[src/rtl/exu_pkg.sv]
// exu_pkg: opcode map, stage FSM states and memory-op decode helpers shared by
// exu_stage and exu_muldiv. The MUL/DIV opcodes exist in every build; they are
// only executed when the stage is built with EXU_MULDIV_EN.
package exu_pkg;

    localparam logic [7:0] ALU_OP_ADD   = 8'h01;
    localparam logic [7:0] ALU_OP_SUB   = 8'h02;
    localparam logic [7:0] ALU_OP_AND   = 8'h03;
    localparam logic [7:0] ALU_OP_OR    = 8'h04;
    localparam logic [7:0] ALU_OP_XOR   = 8'h05;
    localparam logic [7:0] ALU_OP_SLT   = 8'h06;
    localparam logic [7:0] ALU_OP_SLTU  = 8'h07;
    localparam logic [7:0] ALU_OP_SLL   = 8'h08;
    localparam logic [7:0] ALU_OP_SRL   = 8'h09;
    localparam logic [7:0] ALU_OP_SRA   = 8'h0A;
    localparam logic [7:0] ALU_OP_JUMP  = 8'h0B;

    localparam logic [7:0] ALU_OP_LB    = 8'h10;
    localparam logic [7:0] ALU_OP_LH    = 8'h11;
    localparam logic [7:0] ALU_OP_LW    = 8'h12;
    localparam logic [7:0] ALU_OP_LBU   = 8'h13;
    localparam logic [7:0] ALU_OP_LHU   = 8'h14;
    localparam logic [7:0] ALU_OP_LWU   = 8'h15;
    localparam logic [7:0] ALU_OP_LD    = 8'h16;
    localparam logic [7:0] ALU_OP_SB    = 8'h18;
    localparam logic [7:0] ALU_OP_SH    = 8'h19;
    localparam logic [7:0] ALU_OP_SW    = 8'h1A;
    localparam logic [7:0] ALU_OP_SD    = 8'h1B;

    localparam logic [7:0] ALU_OP_MUL   = 8'h20;
    localparam logic [7:0] ALU_OP_MULHU = 8'h21;
    localparam logic [7:0] ALU_OP_DIV   = 8'h22;
    localparam logic [7:0] ALU_OP_DIVU  = 8'h23;
    localparam logic [7:0] ALU_OP_REM   = 8'h24;
    localparam logic [7:0] ALU_OP_REMU  = 8'h25;

    typedef enum logic [1:0] {IDLE = 2'd0, BUSY = 2'd1, DONE = 2'd2} exu_state_t;

    // Access size in bytes; 0 for non-memory ops and for 64-bit-only ops on RV32.
    function automatic logic [3:0] mem_size(input logic [31:0] op, input logic rv64);
        logic [3:0] sz;
        sz = 4'd0;
        case (op)
            32'(ALU_OP_LB), 32'(ALU_OP_LBU), 32'(ALU_OP_SB): sz = 4'd1;
            32'(ALU_OP_LH), 32'(ALU_OP_LHU), 32'(ALU_OP_SH): sz = 4'd2;
            32'(ALU_OP_LW), 32'(ALU_OP_SW):                  sz = 4'd4;
            32'(ALU_OP_LWU):                                 sz = rv64 ? 4'd4 : 4'd0;
            32'(ALU_OP_LD), 32'(ALU_OP_SD):                  sz = rv64 ? 4'd8 : 4'd0;
            default:                                         sz = 4'd0;
        endcase
        return sz;
    endfunction

    function automatic logic is_load(input logic [31:0] op, input logic rv64);
        logic ld;
        ld = (op == 32'(ALU_OP_LB)) || (op == 32'(ALU_OP_LH)) || (op == 32'(ALU_OP_LW)) ||
             (op == 32'(ALU_OP_LBU)) || (op == 32'(ALU_OP_LHU)) ||
             (op == 32'(ALU_OP_LWU)) || (op == 32'(ALU_OP_LD));
        return ld && (mem_size(op, rv64) != 4'd0);
    endfunction

    function automatic logic is_store(input logic [31:0] op, input logic rv64);
        logic st;
        st = (op == 32'(ALU_OP_SB)) || (op == 32'(ALU_OP_SH)) ||
             (op == 32'(ALU_OP_SW)) || (op == 32'(ALU_OP_SD));
        return st && (mem_size(op, rv64) != 4'd0);
    endfunction

    function automatic logic is_muldiv(input logic [31:0] op);
        return (op == 32'(ALU_OP_MUL))  || (op == 32'(ALU_OP_MULHU)) ||
               (op == 32'(ALU_OP_DIV))  || (op == 32'(ALU_OP_DIVU))  ||
               (op == 32'(ALU_OP_REM))  || (op == 32'(ALU_OP_REMU));
    endfunction

endpackage

[src/rtl/exu_muldiv.sv]
// exu_muldiv: iterative unit, one bit per cycle for XLEN cycles.
// Multiply is shift-add into {hi,lo}; divide is restoring, remainder in hi and
// quotient shifting into lo. Signed DIV/REM run on magnitudes and the sign is
// applied on the combinational result once the iterations are finished.
// Only instantiated when EXU_MULDIV_EN is defined.
module exu_muldiv
    import exu_pkg::*;
#(
    parameter int XLEN = 32
) (
    input  logic            clk,
    input  logic            rst,
    input  logic            start_i,
    input  logic [7:0]      op_i,
    input  logic [XLEN-1:0] a_i,
    input  logic [XLEN-1:0] b_i,
    output logic            busy_o,
    output logic            last_o,
    output logic            done_o,
    output logic [XLEN-1:0] result_o
);
    localparam int CW = $clog2(XLEN);

    logic            busy_q, done_q, mul_q, neg_q, rneg_q, bz_q;
    logic [CW-1:0]   cnt_q;
    logic [7:0]      op_q;
    logic [XLEN-1:0] hi_q, lo_q, b_q;
    logic [XLEN-1:0] hi_d, lo_d;
    logic [XLEN:0]   sum, tmp;

    logic            sgn, a_neg, b_neg;
    logic [XLEN-1:0] a_mag, b_mag;

    assign sgn   = (op_i == ALU_OP_DIV) || (op_i == ALU_OP_REM);
    assign a_neg = sgn & a_i[XLEN-1];
    assign b_neg = sgn & b_i[XLEN-1];
    assign a_mag = a_neg ? -a_i : a_i;
    assign b_mag = b_neg ? -b_i : b_i;

    // One iteration of shift-add multiply or restoring divide
    always_comb begin
        hi_d = hi_q;
        lo_d = lo_q;
        sum  = '0;
        tmp  = '0;
        if (mul_q) begin
            sum  = {1'b0, hi_q} + (lo_q[0] ? {1'b0, b_q} : '0);
            hi_d = sum[XLEN:1];
            lo_d = {sum[0], lo_q[XLEN-1:1]};
        end else begin
            tmp = {hi_q, lo_q[XLEN-1]};
            if (tmp >= {1'b0, b_q}) begin
                tmp  = tmp - {1'b0, b_q};
                lo_d = {lo_q[XLEN-2:0], 1'b1};
            end else begin
                lo_d = {lo_q[XLEN-2:0], 1'b0};
            end
            hi_d = tmp[XLEN-1:0];
        end
    end

    // Operand capture on start, then XLEN iterations counting down to 0
    always_ff @(posedge clk) begin
        if (rst) begin
            busy_q <= 1'b0;
            done_q <= 1'b0;
            mul_q  <= 1'b0;
            neg_q  <= 1'b0;
            rneg_q <= 1'b0;
            bz_q   <= 1'b0;
            cnt_q  <= '0;
            op_q   <= '0;
            hi_q   <= '0;
            lo_q   <= '0;
            b_q    <= '0;
        end else begin
            done_q <= 1'b0;
            if (start_i) begin
                busy_q <= 1'b1;
                cnt_q  <= CW'(XLEN - 1);
                op_q   <= op_i;
                mul_q  <= (op_i == ALU_OP_MUL) || (op_i == ALU_OP_MULHU);
                neg_q  <= a_neg ^ b_neg;
                rneg_q <= a_neg;
                bz_q   <= (b_i == '0);
                hi_q   <= '0;
                lo_q   <= a_mag;
                b_q    <= b_mag;
            end else if (busy_q) begin
                hi_q  <= hi_d;
                lo_q  <= lo_d;
                cnt_q <= cnt_q - CW'(1);
                if (cnt_q == '0) begin
                    busy_q <= 1'b0;
                    done_q <= 1'b1;
                end
            end
        end
    end

    // Result selection with sign fix-up; divide-by-zero quotient is all-ones
    always_comb begin
        result_o = '0;
        case (op_q)
            ALU_OP_MUL:   result_o = lo_q;
            ALU_OP_MULHU: result_o = hi_q;
            ALU_OP_DIVU:  result_o = lo_q;
            ALU_OP_REMU:  result_o = hi_q;
            ALU_OP_DIV:   result_o = bz_q ? '1 : (neg_q ? -lo_q : lo_q);
            ALU_OP_REM:   result_o = rneg_q ? -hi_q : hi_q;
            default:      result_o = '0;
        endcase
    end

    assign busy_o = busy_q;
    assign last_o = busy_q && (cnt_q == '0);
    assign done_o = done_q;

endmodule

[src/rtl/exu_stage.sv]
// exu_stage: handshaked, registered execute stage. Single-cycle ALU, load/store
// address, byte-lane mask and misalignment flags; results held in an output
// register until the consumer takes them.
// Build option EXU_MULDIV_EN: adds the iterative MUL/DIV path (IDLE/BUSY/DONE);
// without it the MUL/DIV opcodes report illegal_o like any unknown op.
module exu_stage
    import exu_pkg::*;
#(
    parameter int XLEN     = 32,
    parameter int ALU_OP_W = 8,
    parameter int INST_LEN = 4
) (
    input  logic                          clk,
    input  logic                          rst,
    input  logic                          in_valid_i,
    output logic                          in_ready_o,
    input  logic [ALU_OP_W-1:0]           alu_op_i,
    input  logic [XLEN-1:0]               operand1_i,
    input  logic [XLEN-1:0]               operand2_i,
    output logic                          out_valid_o,
    input  logic                          out_ready_i,
    output logic [XLEN-1:0]               alu_result_o,
    output logic [ALU_OP_W-1:0]           alu_op_o,
    output logic                          rmem_ena_o,
    output logic [XLEN-1:0]               rmem_addr_o,
    output logic                          wmem_ena_o,
    output logic [XLEN-1:0]               wmem_addr_o,
    output logic [XLEN/8-1:0]             wmem_mask_o,
    output logic [$clog2(XLEN/8)-1:0]     mem_offset_o,
    output logic                          misalign_o,
    output logic                          illegal_o
);
    localparam int   MASKW = XLEN / 8;
    localparam int   OFFW  = $clog2(MASKW);
    localparam int   SHW   = $clog2(XLEN);
    localparam logic RV64  = (XLEN == 64);

    logic [31:0]         op32;
    logic [SHW-1:0]      shamt;
    logic [XLEN-1:0]     addr;
    logic [3:0]          size;
    logic                ld, st, is_md, accept, load_single, load_md;
    logic [XLEN-1:0]     res_d;
    logic                ill_d, mis_d;
    logic [OFFW-1:0]     off_d;
    logic [MASKW:0]      ones;
    logic [MASKW-1:0]    mask_d;
    logic [XLEN-1:0]     md_result;
    logic [ALU_OP_W-1:0] md_op;

    logic                vld_q, rena_q, wena_q, mis_q, ill_q;
    logic [XLEN-1:0]     res_q, raddr_q, waddr_q;
    logic [ALU_OP_W-1:0] op_q;
    logic [MASKW-1:0]    mask_q;
    logic [OFFW-1:0]     off_q;

    assign op32   = 32'(alu_op_i);
    assign shamt  = operand2_i[SHW-1:0];
    assign addr   = operand1_i + operand2_i;
    assign size   = mem_size(op32, RV64);
    assign ld     = is_load(op32, RV64);
    assign st     = is_store(op32, RV64);
    assign accept = in_valid_i & in_ready_o;
    assign load_single = accept & ~is_md;

    // Single-cycle ALU and memory-op decode of the presented operation
    always_comb begin
        res_d  = '0;
        ill_d  = 1'b0;
        off_d  = '0;
        mis_d  = 1'b0;
        mask_d = '0;
        ones   = ((MASKW+1)'(1) << size) - (MASKW+1)'(1);
        case (op32)
            32'(ALU_OP_ADD):  res_d = operand1_i + operand2_i;
            32'(ALU_OP_SUB):  res_d = operand1_i - operand2_i;
            32'(ALU_OP_AND):  res_d = operand1_i & operand2_i;
            32'(ALU_OP_OR):   res_d = operand1_i | operand2_i;
            32'(ALU_OP_XOR):  res_d = operand1_i ^ operand2_i;
            32'(ALU_OP_SLT):  res_d = {{(XLEN-1){1'b0}}, $signed(operand1_i) < $signed(operand2_i)};
            32'(ALU_OP_SLTU): res_d = {{(XLEN-1){1'b0}}, operand1_i < operand2_i};
            32'(ALU_OP_SLL):  res_d = operand1_i << shamt;
            32'(ALU_OP_SRL):  res_d = operand1_i >> shamt;
            32'(ALU_OP_SRA):  res_d = $unsigned($signed(operand1_i) >>> shamt);
            32'(ALU_OP_JUMP): res_d = XLEN'(INST_LEN) + operand2_i;
            default:          ill_d = ~(ld | st | is_md);
        endcase
        if (ld | st) begin
            off_d = addr[OFFW-1:0];
            mis_d = |(OFFW'(size - 4'd1) & off_d);
            if (st && !mis_d)
                mask_d = MASKW'(ones << off_d);
        end
    end

`ifdef EXU_MULDIV_EN
    exu_state_t          state_q, state_d;
    logic                md_busy, md_last, md_done;
    logic [ALU_OP_W-1:0] md_op_q;

    assign is_md      = is_muldiv(op32);
    assign in_ready_o = (state_q == IDLE) & (~vld_q | out_ready_i);
    assign load_md    = (state_q == DONE) & md_done;
    assign md_op      = md_op_q;

    exu_muldiv #(.XLEN(XLEN)) u_muldiv (
        .clk      (clk),
        .rst      (rst),
        .start_i  (accept & is_md),
        .op_i     (op32[7:0]),
        .a_i      (operand1_i),
        .b_i      (operand2_i),
        .busy_o   (md_busy),
        .last_o   (md_last),
        .done_o   (md_done),
        .result_o (md_result)
    );

    // Stage FSM state register
    always_ff @(posedge clk) begin
        if (rst) state_q <= IDLE;
        else     state_q <= state_d;
    end

    // Next state: IDLE -> BUSY on a mul/div accept, BUSY -> DONE on last iteration
    always_comb begin
        state_d = state_q;
        case (state_q)
            IDLE:    if (accept && is_md) state_d = BUSY;
            BUSY:    if (!md_busy)        state_d = IDLE;
                     else if (md_last)    state_d = DONE;
            DONE:    state_d = IDLE;
            default: state_d = IDLE;
        endcase
    end

    // Opcode of the in-flight mul/div, reported with its result
    always_ff @(posedge clk) begin
        if (rst)                md_op_q <= '0;
        else if (accept & is_md) md_op_q <= alu_op_i;
    end
`else
    assign is_md      = 1'b0;
    assign in_ready_o = ~vld_q | out_ready_i;
    assign load_md    = 1'b0;
    assign md_result  = '0;
    assign md_op      = '0;
`endif

    // Output register: load on single-cycle accept or mul/div completion, clear valid on handshake
    always_ff @(posedge clk) begin
        if (rst) begin
            vld_q   <= 1'b0;
            res_q   <= '0;
            op_q    <= '0;
            rena_q  <= 1'b0;
            raddr_q <= '0;
            wena_q  <= 1'b0;
            waddr_q <= '0;
            mask_q  <= '0;
            off_q   <= '0;
            mis_q   <= 1'b0;
            ill_q   <= 1'b0;
        end else if (load_single) begin
            vld_q   <= 1'b1;
            res_q   <= res_d;
            op_q    <= alu_op_i;
            rena_q  <= ld;
            raddr_q <= ld ? addr : '0;
            wena_q  <= st;
            waddr_q <= st ? addr : '0;
            mask_q  <= mask_d;
            off_q   <= off_d;
            mis_q   <= mis_d;
            ill_q   <= ill_d;
        end else if (load_md) begin
            vld_q   <= 1'b1;
            res_q   <= md_result;
            op_q    <= md_op;
            rena_q  <= 1'b0;
            raddr_q <= '0;
            wena_q  <= 1'b0;
            waddr_q <= '0;
            mask_q  <= '0;
            off_q   <= '0;
            mis_q   <= 1'b0;
            ill_q   <= 1'b0;
        end else if (out_ready_i) begin
            vld_q   <= 1'b0;
        end
    end

    assign out_valid_o  = vld_q;
    assign alu_result_o = res_q;
    assign alu_op_o     = op_q;
    assign rmem_ena_o   = rena_q;
    assign rmem_addr_o  = raddr_q;
    assign wmem_ena_o   = wena_q;
    assign wmem_addr_o  = waddr_q;
    assign wmem_mask_o  = mask_q;
    assign mem_offset_o = off_q;
    assign misalign_o   = mis_q;
    assign illegal_o    = ill_q;

endmodule

[config.mk]
export PLATFORM = sky130hd
export DESIGN_NAME = exu_stage
export DESIGN_NICKNAME = d
export VERILOG_FILES = /design/src/rtl/exu_pkg.sv /design/src/rtl/exu_muldiv.sv /design/src/rtl/exu_stage.sv
export SDC_FILE = /design/constraint.sdc
export NUM_CORES = 1
export LEC_CHECK = 0
export ABC_AREA = 1
export CAP_MARGIN = 20
export CELL_PAD_IN_SITES_DETAIL_PLACEMENT = 0
export CELL_PAD_IN_SITES_GLOBAL_PLACEMENT = 1
export CORE_MARGIN = 1
export CORE_UTILIZATION = 39
export DETAILED_ROUTE_END_ITERATION = 10
export PLACE_DENSITY = 0.8
export SETUP_SLACK_MARGIN = 0.15
export SYNTH_ARGS = -nofsm -noshare
export SYNTH_HDL_FRONTEND = slang
export SYNTH_SLANG_ARGS = --single-unit
[constraint.sdc]
create_clock -name clk -period 3.1 [get_ports clk]
set_clock_uncertainty 0.2 [all_clocks]
set_input_delay 0.62 -clock clk [delete_from_list [all_inputs] [get_ports clk]]
set_output_delay 0.62 -clock clk [all_outputs]
set_load 0.01 [all_outputs]
==> impl_metrics.tcl, run 1 <==
set metrics [dict create \
    globalplace.congestion 1.12 \
    crit_required_ps 3200 \
    cts_tree "built" \
    ioPinCount 192 \
    ys_ff_latch 115 \
    dieArea_mm2 0.0413 \
    synth_area_leaders "nand2_1, dfxtp_1, nand3_1, ha_1, inv_1" \
    syn-num-nets 3191 \
    netlist_area_mm2 0.0158 \
    path_clk_slew_ps 60 \
    die_y_um 203 \
    critPathTopFamily "simple AND/OR/NAND/NOR gates" \
    grt_max_degree 92 \
    ys.flop_type "dfxtp_1" \
    drtAntennaViolNets 0 \
    grt.overflow.total 0 \
    path_common_cell "nand2_1" \
    async_flop_share_pct 0 \
    worstPathMaxFanout 7 \
    grt_setup_unrepaired "true" \
    drc 0 \
    critPathCaptureType "register" \
    rrSetupSlack_ps 1250 \
    diodes 0 \
    slew_violations 0 \
    dp_hpwl_um 75600 \
    drt-pass1-iter-count 8 \
    hold_class "register to register" \
    numPortBuffers 191 \
    yosysTopAreaCell "nand2_1" \
    grt_use_met1_pct 55.4 \
    cpPeakStageDelay_ps 570 \
    cts_sinks 115 \
    num_vias 23585 \
    synth-seq-area-share_pct 14.6 \
    synth_edf_count 0 \
    grt_pass1_wl_um 134000 \
    area_growth_pct 56.3 \
    wl_um 93600 \
    cts_hold_buf 0 \
    worst-path-buf-inv 4 \
    num_rows 73 \
    ir_drop_mv 0.397 \
    max_slew.worst_pin.slew_ps 518 \
    synth.distinct_cells 45 \
    drt_iter0_markers 2999 \
    die_w_um 203 \
    worstPathCellList "clkdlybuf4s50_1 -> inv_1 -> ha_4 -> buf_4 -> nor2_1 -> inv_1 -> nor2_2 -> nand2_1 -> nor2_1 -> nand2_1 -> nand3_1 -> nand2_1 -> nand3_1 -> nand3_1 -> nand2_1 -> a21oi_1" \
    p_leak_nw 12.6 \
    critPathArrivalTime_ps 3040 \
    clock_path_buffers 2 \
    synth_top_area_share_pct 27.4 \
    start_util_pct 39.6 \
    top_usage_layer "met2" \
    viasPerCell 5.53 \
    finalCritPeriodShare_pct 94.9 \
    use_met3_pct 9.04 \
    critical-path-slowest-cell "clkdlybuf4s50_1" \
    max-cap-violations 0 \
    nets 3922 \
    core_area_mm2 0.0398 \
    grtUsageTotal_pct 43.9 \
    avgSynthCellArea_um2 5.26 \
    period_needed_ps 2940 \
    gr-usage-met2_pct 70.4 \
    finalSetupViolCount 0 \
    worstSetupStartpointType "primary input" \
    fmax_ghz 0.340 \
    yosys_warnings 0 \
    status "completed" \
    worstSetupPathType "primary input to register" \
    p_total_w 0.00676 \
    relSlewSlack_pct 65.1 \
    drive_above_1_share_pct 24.5 \
    cts_buffers 17 \
    p_per_area_mw_per_mm2 274 \
    root_buffer "clkbuf_16" \
    grt_pass1_vias 22180 \
    utilization_pct 61.9 \
    synth_cells 3000 \
    antenna_found_initial 1 \
    htreeDepth 4 \
    routedWlPerCell_um 21.9 \
    clk_latency_ps 420 \
    hold_viol 0 \
]
[metal layers]
metal	wire (um)	share of wire (%)
met5	11	0.012
met3	9200	9.8
met1	37200	40
met2	41500	44
met4	5680	6.1
[state kept, by name, summed over array words and instances (netlist names), 2 cells and up]
name          flops
mem_offset_o      2
alu_result_o     32
wmem_mask_o       4
alu_op_o          8
wmem_addr_o      32
rmem_addr_o      32
[layout by cell type (no fill, tap or decap), types with 29 or more instances in the layout]
cell and instances:
ha_1 82, nand3_1 421, nor2_1 219, nand4_1 33, nand2_1 1100, o21ai_0 50
nand2_2 44, clkdlybuf4s50_1 158, inv_2 29, dfxtp_1 115, buf_4 623, a21oi_1 173
inv_1 322
[layout make-up]
type,instances,area (um2)
Sequential cell,115,2300
Timing Repair Buffer,848,7260
Clock buffer,17,425
Multi-Input combinational cell,2395,12500
Fill cell,3903,15200
Tap cell,525,657
Clock inverter,14,154
Inverter,354,1330
[power breakdown]
group	internal, W	total, W	leakage [nW]	switching [W]
combinational	0.00132	0.00325	11.4	0.00193
clock	0.00119	0.00200	0.276	0.000812
sequential	0.00149	0.00150	0.929	0.0000103
total	0.00400	0.00676	12.6	0.00276
[cell usage after synthesis, drive strengths merged, types with 15 or more instances]
master and n:
ha 113, o21ai 71, inv 352, nand2 1157, a21oi 188, xor2 16
nor2 262, clkbuf 54, nand4 33, and2 17, nand3 439, buf 82
nor3 26, o211ai 15, dfxtp 115
[repair_timing]
action                     in CTS  in global routing
buffers inserted                5                 10
gates resized for setup        99                196
setup endpoints to repair      73                104
cloned                          1                  3
pin swaps                      12                 32
[metrics by stage]
stage	hold slack [ps]	instance area (um2)	std cells	setup TNS, ps	setup slack [ps]
6_report	264	24700	4268	0	159
5_1_grt	280	24700	4268	0	92.8
4_1_cts	264	23800	4255	0	100
3_5_place_dp	256	22700	4218	-39220	-685
3_3_place_gp	252	22700	4218	-34160	-660
2_1_floorplan	290	15800	3000	0	183
[cells by family after synthesis]
logic type	after synthesis	synth area share, %
fa+ha+maj	115	9.21
buf+inv	490	12.4
flops	115	14.6
simple gates	1946	51.9
compound gates	314	10.7
xor+xnor	20	1.11
[worst min-delay path, stage by stage, from the launching register on]
cell and delay (ps):
dfxtp_1 310, nand2_1 60, a21oi_1 50
[worst paths after layout]
| path | from | to | cells after the start |
|---|---|---|---|
| max | operand1_i[20] | alu_result_o[26] | 16 |
| max reg2reg | out_valid_o | wmem_addr_o[31] | 8 |
| min | wmem_addr_o[7] | wmem_addr_o[7] | 2 |
| min reg2reg | wmem_addr_o[7] | wmem_addr_o[7] | 2 |
No activity file was read; power rests on OpenSTA's default activity.
==> run 2, diff against run 1 <==
- ABC_AREA: 1 -> unset
- CORE_UTILIZATION: 39 -> 42
- CTS_CLUSTER_SIZE: unset -> 30
- PLACE_DENSITY: 0.8 -> 0.78
==> run 2 against run 1 <==
Net effect:
- design area grew 1.8%
- final cell count decreased by 23%
- core utilization grew 10 points
- sequential share of layout area is 0.17 points lower
- hold slack got worse by 19 ps
- register-to-register slack got worse by 550 ps
- largest power group unchanged
- highest routed layer unchanged
==> impl_metrics.tcl, run 2 <==
set metrics [dict create \
    status "completed" \
    yosys-top-cells-count "nand2_1, nor2_1, a21oi_1, dfxtp_1, ha_1" \
    grt.overflow.total 0 \
    period_needed_ps 3050 \
    cts_buffers 17 \
    ys.flop_type "dfxtp_1" \
    worstSetupStartpointType "primary input" \
    syn-num-nets 2183 \
    ioPinCount 192 \
    slew_violations 0 \
    numPortBuffers 191 \
    p_per_area_mw_per_mm2 277 \
    synth_xor_area_share_pct 4.00 \
    drtAntennaViolNets 0 \
    synth_top_family_by_area "compound AO/OA/AOI/OAI gates" \
    synth_top_area_share_pct 15.4 \
    hp-start "alu_result_o[3]" \
    dp_slack_ps -863 \
    mostFrequentLayoutCell "buf_4" \
    cpPeakStageDelay_ps 500 \
    critPathTopFamily "simple AND/OR/NAND/NOR gates" \
    grt_pass1_wl_um 124000 \
    grt_pass1_vias 20117 \
    grt_setup_unrepaired "true" \
    max_slew.worst_pin.slew_ps 617 \
    die_y_um 190 \
    synth-seq-area-share_pct 15.4 \
    tns_ps 0 \
    globalplace.congestion 1.11 \
    finalNonFillerCells 3306 \
    antenna_found_initial 3 \
    core_area_mm2 0.0347 \
    grt_max_degree 109 \
    synthAdderAreaFrac_pct 9.76 \
    drt-pass1-iter-count 9 \
    crit_path_start "operand2_i[26]" \
    area_growth_pct 68.5 \
    drive_above_1_share_pct 42.8 \
    htreeDepth 4 \
    hold_viol 0 \
    critPathCaptureType "register" \
    max-cap-violations 0 \
    gr-usage-met2_pct 71.3 \
    p_total_w 0.00697 \
    relSlewSlack_pct 58.3 \
    drt_iter0_markers 2817 \
    synth-compound-area-share_pct 29.0 \
    cts_tree "built" \
    async_flop_share_pct 0 \
    avgSynthCellArea_um2 7.48 \
    min_path_cells 2 \
    clock_path_buffers 2 \
    die_w_um 190 \
    grtUsageTotal_pct 45.7 \
    yosysTopAreaCell "dfxtp_1" \
    hold_path_end "alu_result_o[3]" \
    r2r_cells 10 \
    dp_cells 3208 \
    crit_required_ps 3210 \
    worst-path-buf-inv 3 \
    drc 0 \
    crit-reg2reg-launch "out_valid_o" \
    grt_use_met1_pct 57.8 \
    nets 3028 \
    dp_hpwl_um 66800 \
    critical-path-slowest-cell "clkdlybuf4s50_1" \
    num_vias 20910 \
    worstSetupPathType "primary input to register" \
    root_buffer "clkbuf_16" \
    ys_ff_latch 115 \
    wl_um 85600 \
    dieArea_mm2 0.0362 \
    synth_mux_area_share_pct 13.1 \
    synth_area_leaders "dfxtp_1, ha_1, mux4_2, nand2_1, a21oi_1" \
    viasPerCell 6.32 \
    hold_class "register to register" \
    fin_ws_ps 45.2 \
    r2r_end "alu_result_o[12]" \
    rrSetupSlack_ps 700 \
    synth-simple-area-share_pct 21.3 \
    synth_cells 1992 \
    fmax_ghz 0.327 \
    finalCritPeriodShare_pct 98.5 \
    netlist_area_mm2 0.0149 \
    synth_edf_count 0 \
    p_leak_nw 10.7 \
    worstPathMaxFanout 5 \
    clk_latency_ps 430 \
    path_common_cell "nand2_1" \
    start_util_pct 42.9 \
    critPathArrivalTime_ps 3170 \
    fill_cells 2797 \
    use_met3_pct 8.12 \
    yosys_warnings 0 \
    path_clk_slew_ps 60 \
    synth.distinct_cells 91 \
    layout.cells.most_common_list "buf_4, nand2_1, nor2_1" \
    synth_most_common_cell "nand2_1" \
    utilization_pct 72.3 \
    ir_drop_mv 0.393 \
    finalSetupViolCount 0 \
    num_rows 68 \
    cts_sinks 115 \
    worstPathCellList "clkdlybuf4s50_1 -> inv_1 -> ha_4 -> a21oi_1 -> buf_4 -> o21ai_0 -> nor2_1 -> nand4b_1 -> nand2_1 -> nand2_1 -> xnor2_2 -> o21ai_1" \
    routedWlPerCell_um 25.9 \
    top_usage_layer "met2" \
]
==> run 2: cell types whose count changed after synthesis, sizes merged, moves of 23 or more <==
cell / before / now
inv: 352 / 110
a21oi: 188 / 159
nand3: 439 / 64
nand2: 1157 / 223
clkbuf: 54 / 90
a22oi: 4 / 66
mux4: 0 / 55
nor2: 262 / 174
a221oi: 0 / 23
a211oi: 1 / 26
o21ai: 71 / 114
xnor2: 4 / 62
mux2i: 0 / 58
==> run 2: worst max-delay path by stage <==
stage	endpoint	slack [ps]	cells after the start
final	rmem_addr_o[31]	50	12
after global routing	rmem_addr_o[31]	-20	16
after floorplan	alu_result_o[24]	-360	15
after global placement	alu_result_o[14]	-860	13
after CTS	alu_result_o[29]	70	13
after detailed placement	alu_result_o[29]	-860	15
==> run 2: power breakdown <==
part	switching (W)	total [W]	internal, W
clock network	0.000810	0.00194	0.00113
registers	0.00000407	0.00149	0.00149
logic	0.00187	0.00353	0.00166
total	0.00269	0.00697	0.00428
==> run 2: tightest hold or removal path, cell delays in order, from the launching register on <==
cell and delay (ps):
dfxtp_1 310, nand2_1 50, nand2_1 40
==> run 2: kinds of logic after synthesis <==
family,Yosys count
muxes,125
adders and majority gates,115
AOI/OAI and AO/OA,636
DFF,115
buffers and inverters,268
and+or+nand+nor,665
xor gates and xnor gates,68
==> run 2: through the flow <==
step                      area [um2]  hold slack (ps)
after floorplan                15200              263
after global placement         22600              225
after detailed placement       22600              238
after CTS                      24400              246
after global routing           25100              264
final                          25100              245
==> run 2: final cells by class <==
cell class                      instances  area [um2]  area share, %
Tap cell                              455         569           2.27
Inverter                              112         448           1.78
Antenna cell                            1        2.50        0.00996
Timing Repair Buffer                  982        8170           32.5
Clock buffer                           19         443           1.76
Sequential cell                       115        2300           9.17
Multi-Input combinational cell       1609       13100           52.0
Clock inverter                         13         126          0.503
==> run 2: timing repair <==
action	4_1_cts	5_1_grt
pin swaps	83	85
hold buffers	0	0
endpoints found under the setup margin	106	80
setup buffers	38	25
resized for setup	322	190
cloned	0	2
==> run 2: per-layer routing <==
metal | part of all wire (%) | wire (um)
met2 | 44 | 37200
met5 | 0.014 | 12
met1 | 38 | 32200
met3 | 11 | 9320
met4 | 8.0 | 6850
